## src/rtl/mips_ctrl_ext.sv

```systemverilog
// Single-cycle MIPS main decoder with immediate and sub-word load extenders.
// Decode is combinational; only the sticky illegal-instruction flag is registered.
module mips_ctrl_ext (
  input  logic        clk,
  input  logic        rst,
  input  logic [5:0]  Opcode,
  input  logic [5:0]  Funct,
  input  logic        Zero,
  input  logic [15:0] Imm16,
  input  logic [7:0]  LoadByte,
  input  logic [15:0] LoadHalf,
  output logic        RegDst,
  output logic        MemRead,
  output logic        MemtoReg,
  output logic        MemWrite,
  output logic        ALUSrc,
  output logic        ALUasrc,
  output logic        RegWrite,
  output logic        EXTOP,
  output logic [3:0]  ALUOp,
  output logic [1:0]  NPCOP,
  output logic        ShiftIndex,
  output logic        ShiftDirection,
  output logic        SArith,
  output logic        call,
  output logic        SpLoad,
  output logic        BorH,
  output logic        SorU,
  output logic        SpecialIn,
  output logic        DMemBorH,
  output logic [31:0] Imm32,
  output logic [31:0] ByteExt,
  output logic [31:0] HalfExt,
  output logic        Illegal,
  output logic        IllegalSeen
);

  typedef enum logic [3:0] {
    ALU_ADD   = 4'b0000,
    ALU_SUB   = 4'b0001,
    ALU_AND   = 4'b0010,
    ALU_OR    = 4'b0011,
    ALU_XOR   = 4'b0100,
    ALU_NOR   = 4'b0101,
    ALU_SLT   = 4'b0110,
    ALU_SLTU  = 4'b0111,
    ALU_LUI   = 4'b1000,
    ALU_PASSA = 4'b1001,
    ALU_ADDU  = 4'b1010,
    ALU_SUBU  = 4'b1011
  } aluOp_e;

  aluOp_e      aluOp;
  logic        regWriteD;
  logic        memWriteD;
  logic        memReadD;
  logic [1:0]  npcOpD;

  always_comb begin
    RegDst         = 1'b0;
    memReadD       = 1'b0;
    MemtoReg       = 1'b0;
    memWriteD      = 1'b0;
    ALUSrc         = 1'b0;
    ALUasrc        = 1'b0;
    regWriteD      = 1'b0;
    EXTOP          = 1'b0;
    aluOp          = ALU_ADD;
    npcOpD         = 2'b00;
    ShiftIndex     = 1'b0;
    ShiftDirection = 1'b0;
    SArith         = 1'b0;
    call           = 1'b0;
    SpLoad         = 1'b0;
    BorH           = 1'b0;
    SorU           = 1'b0;
    SpecialIn      = 1'b0;
    DMemBorH       = 1'b0;
    Illegal        = 1'b0;

    case (Opcode)
      6'h00: begin
        case (Funct)
          6'h20, 6'h21, 6'h22, 6'h23, 6'h24, 6'h25, 6'h26, 6'h27, 6'h2A, 6'h2B: begin
            RegDst    = 1'b1;
            regWriteD = 1'b1;
            case (Funct)
              6'h21:   aluOp = ALU_ADDU;
              6'h22:   aluOp = ALU_SUB;
              6'h23:   aluOp = ALU_SUBU;
              6'h24:   aluOp = ALU_AND;
              6'h25:   aluOp = ALU_OR;
              6'h26:   aluOp = ALU_XOR;
              6'h27:   aluOp = ALU_NOR;
              6'h2A:   aluOp = ALU_SLT;
              6'h2B:   aluOp = ALU_SLTU;
              default: aluOp = ALU_ADD;
            endcase
          end
          // Funct[2] picks the variable-amount form, Funct[1] right, Funct[0] arithmetic.
          6'h00, 6'h02, 6'h03, 6'h04, 6'h06, 6'h07: begin
            RegDst         = 1'b1;
            regWriteD      = 1'b1;
            ALUasrc        = 1'b1;
            aluOp          = ALU_PASSA;
            ShiftIndex     = Funct[2];
            ShiftDirection = Funct[1];
            SArith         = Funct[0];
          end
          6'h08: npcOpD = 2'b11;
          6'h09: begin
            npcOpD    = 2'b11;
            call      = 1'b1;
            regWriteD = 1'b1;
          end
          default: Illegal = 1'b1;
        endcase
      end
      6'h08, 6'h09, 6'h0A, 6'h0B, 6'h0C, 6'h0D, 6'h0E, 6'h0F: begin
        ALUSrc    = 1'b1;
        regWriteD = 1'b1;
        EXTOP     = (Opcode[3:2] == 2'b10);
        case (Opcode)
          6'h09:   aluOp = ALU_ADDU;
          6'h0A:   aluOp = ALU_SLT;
          6'h0B:   aluOp = ALU_SLTU;
          6'h0C:   aluOp = ALU_AND;
          6'h0D:   aluOp = ALU_OR;
          6'h0E:   aluOp = ALU_XOR;
          6'h0F:   aluOp = ALU_LUI;
          default: aluOp = ALU_ADD;
        endcase
      end
      6'h20, 6'h21, 6'h23, 6'h24, 6'h25: begin
        ALUSrc    = 1'b1;
        EXTOP     = 1'b1;
        memReadD  = 1'b1;
        MemtoReg  = 1'b1;
        regWriteD = 1'b1;
        SpLoad    = (Opcode != 6'h23);
        BorH      = (Opcode == 6'h21) || (Opcode == 6'h25);
        SorU      = (Opcode == 6'h20) || (Opcode == 6'h21);
      end
      6'h28, 6'h29, 6'h2B: begin
        ALUSrc    = 1'b1;
        EXTOP     = 1'b1;
        memWriteD = 1'b1;
        SpecialIn = (Opcode != 6'h2B);
        DMemBorH  = (Opcode == 6'h29);
      end
      6'h04: begin
        EXTOP  = 1'b1;
        aluOp  = ALU_SUB;
        npcOpD = Zero ? 2'b01 : 2'b00;
      end
      6'h05: begin
        EXTOP  = 1'b1;
        aluOp  = ALU_SUB;
        npcOpD = Zero ? 2'b00 : 2'b01;
      end
      6'h02: npcOpD = 2'b10;
      6'h03: begin
        npcOpD    = 2'b10;
        call      = 1'b1;
        regWriteD = 1'b1;
      end
      default: Illegal = 1'b1;
    endcase
  end

  // State-changing controls are held off while reset is asserted.
  assign ALUOp    = aluOp;
  assign RegWrite = regWriteD & ~rst;
  assign MemWrite = memWriteD & ~rst;
  assign MemRead  = memReadD  & ~rst;
  assign NPCOP    = rst ? 2'b00 : npcOpD;

  assign Imm32   = EXTOP ? {{16{Imm16[15]}}, Imm16}  : {16'h0000, Imm16};
  assign ByteExt = SorU  ? {{24{LoadByte[7]}}, LoadByte} : {24'h000000, LoadByte};
  assign HalfExt = SorU  ? {{16{LoadHalf[15]}}, LoadHalf} : {16'h0000, LoadHalf};

  always_ff @(posedge clk) begin
    if (rst) IllegalSeen <= 1'b0;
    else     IllegalSeen <= IllegalSeen | Illegal;
  end

endmodule

```

## config.mk

```make
export PLATFORM = sky130hd
export DESIGN_NAME = mips_ctrl_ext
export DESIGN_NICKNAME = d
export VERILOG_FILES = /design/src/rtl/mips_ctrl_ext.sv
export SDC_FILE = /design/constraint.sdc
export NUM_CORES = 1
export LEC_CHECK = 0
export CAP_MARGIN = 20
export CORE_ASPECT_RATIO = 0.8
export CORE_UTILIZATION = 28
export CTS_CLUSTER_SIZE = 25
export DETAILED_ROUTE_END_ITERATION = 10
export PLACE_DENSITY = 0.87
export SYNTH_ARGS = -nofsm -noshare
export SYNTH_HDL_FRONTEND = slang
export SYNTH_SLANG_ARGS = --single-unit
```

## constraint.sdc

```tcl
create_clock -name clk -period 6.2 [get_ports clk]
set_input_delay 1.24 -clock clk [delete_from_list [all_inputs] [get_ports clk]]
set_output_delay 1.24 -clock clk [all_outputs]
set_load 0.05 [all_outputs]
```

==> reports/metrics.yaml <==
pwr-share-comb_pct: 94.3
tns_ps: 0
status: "complete, no violations"
portBuffers: 101
overflow: 0
final_max_slew_viol_count: 0
tightest_slew_ps: 648
regArea_um2: 20.0
irDropWorstVdd_mv: 0.0438
synthCells: 208
power.leakage_nw: 0.596
cts_setup_buffers: 0
async_reset_ff_share_pct: 0
relSlewSlack_pct: 56.8
critPathKind: "input port to primary output"
crit_arrival_ps: 4050
path_max_fanout: 7
hp-class: "flip-flop to flip-flop"
p_int_uw: 49.9
drc_errors: 0
synth_mux_area_share_pct: 2.91
r2r-start: "IllegalSeen$_SDFF_PP0_"
min_to: "IllegalSeen$_SDFF_PP0_"
pin_count: 176
cts_hold_buf: 0
skew_ps: 0
syn-cell-area_mm2: 0.00138
r2r_setup_slack_ps: 5600
reg.largest.list: "IllegalSeen (1)"
synth_edf_count: 0
synthDistinctLibCells: 38
crit_required_ps: 4960
ant_nets: 0
crit_path_start_kind: "input port"
endpoint_kind: "primary output"
fin_crit_ps: 5290
max_freq_ghz: 0.189
p_clk_share_pct: 0
drtIter0Drc: 120
fill_cells: 471
num_antenna_cells: 0
grt_pass1_wl_um: 4860
clk_pin_slew_ps: 0
p_seq_share_pct: 5.7
crit_start: "Opcode[4]"
sw_frac_of_total_pct: 61.1
largest_register_ff_count: 1
start_util_pct: 29.6
syn_nets: 263
min_path_cells: 1
hpwl_um: 2770
synthAdderAreaFrac_pct: 0
synthSimpleGateAreaFrac_pct: 23.4
wire_per_inst_um: 12.9
fin_crit_sh_pct: 85.2
power_density_mw_per_mm2: 73.2
rr_worst_depth: 1
dp.cells: 270
drive_above_1_share_pct: 5.24
stdcell_count: 270
grt_max_degree: 25
hold_ws_ps: 470
gp_congestion: 0.877
synth_top_family_by_area: "buffers and inverters"
ys.warnings.count: 0
reg2reg_to: "IllegalSeen$_SDFF_PP0_"
first_pass_iters: 4
setup_viol: 0
viasPerCell: 4.64
yosysSeqAreaShare_pct: 1.45
ys.flop_type: "dfxtp_1"
grt_usage_pct: 11.4
die_w_um: 80.4
cts_resized: 0
rsz0062_at_grt: "no"
area_growth_pct: 27.2
hold_viol: 0
p_switching_uw: 78.5
dieArea_mm2: 0.00521
std_cell_rows: 22
synth_xor_area_share_pct: 1.91
multi_input_area_um2: 602
grt_pass1_vias: 964
synth_compound_area_share_pct: 15.4
drt-total-wl_um: 3480
regMostFlops: "IllegalSeen"
core_area_mm2: 0.00465
hold_start: "IllegalSeen$_SDFF_PP0_"
synth-seq-cells: 1
die_h_um: 64.7
finalNetCount: 267
drv_cap: 0
syn_avg_cell_area_um2: 6.62
vias: 1254
insertion_delay_ps: 0
antenna_found_initial: 0
==> critical path: stages <==
cell and delay [ps]:
clkdlybuf4s50_1 510, or4_4 560, or3_4 380, nor2_2 90
a31oi_1 50, a2111oi_2 350, clkdlybuf4s50_1 860
==> routing by layer <==
| metal | global-route usage (%) | up-vias | part of all wire (%) |
|---|---|---|---|
| met2 | 17.4 | 86 | 44 |
| met1 | 15.6 | 548 | 41 |
| li1 | - | 606 | - |
| met3 | 3.24 | 14 | 12 |
| met5 | 0 | - | 0 |
| met4 | 2.90 | 0 | 2.1 |
==> worst max path at each step <==
stage | endpoint | slack (ps)
final | NPCOP[0] | 910
after global placement | NPCOP[0] | 950
after CTS | NPCOP[0] | 910
after global routing | ByteExt[11] | 710
after detailed placement | ByteExt[26] | 930
after floorplan | ByteExt[10] | 550
==> power by group through the flow <==
stage	Combinational, mW	Sequential (mW)	Clock (mW)
floorplan	0.150	0.00923	0
global placement	0.120	0.00733	0
detailed placement	0.121	0.00737	0
CTS	0.121	0.00735	0
global route	0.128	0.00743	0
finish	0.121	0.00733	0
==> synthesized netlist by cell type, types with 2 or more instances <==
master,number,share of area (%)
nand2_1,6,1.6
or4_1,2,1.1
mux2i_1,4,2.9
buf_4,93,51
or3_1,3,1.4
nor2b_1,5,2.3
a21oi_1,8,2.9
and2_1,5,2.3
xnor2_1,2,1.3
nor3_1,10,3.6
or2_2,2,0.91
inv_1,6,1.6
a31oi_1,5,2.3
nand2b_1,3,1.4
nor2_1,15,4.1
o22ai_1,2,0.91
o21ai_0,7,2.5
clkbuf_1,8,2.2
nor4_1,3,1.4
==> area by class of cell <==
type | instances | share of cell area (%)
Tap cell | 60 | 4.28
Multi-Input combinational cell | 99 | 34.3
Inverter | 6 | 1.28
Sequential cell | 1 | 1.14
Timing Repair Buffer | 104 | 59.0
==> kinds of logic (layout without fill, tap and decap cells) <==
kind of cell	count (synthesis)	after routing
DFF	1	1
and+or+nand+nor	60	60
buffers and inverters	108	110
xor gates and xnor gates	3	3
AOI/OAI and AO/OA	32	32
muxes	4	4
==> layout by cell type, fill, tap and decap left out, types with 3 or more instances in the layout <==
cell	count
mux2i_1	4
nor3_1	10
nor4_1	3
a21oi_1	8
inv_1	6
buf_4	3
nand2b_1	3
or3_1	3
and2_1	5
clkdlybuf4s50_1	101
nand2_1	6
o21ai_0	7
a31oi_1	5
nor2_1	15
nor2b_1	5
==> stage by stage <==
step	instance area [um^2]	power [mW]	setup WS [ps]	util, %
2_1_floorplan	1380	0.159	545	-
3_3_place_gp	1750	0.127	948	37.7
3_5_place_dp	1750	0.128	928	37.7
4_1_cts	1750	0.129	912	37.7
5_1_grt	1750	0.135	710	37.7
6_report	1750	0.128	915	37.7
No activity file was read; power rests on OpenSTA's default activity.
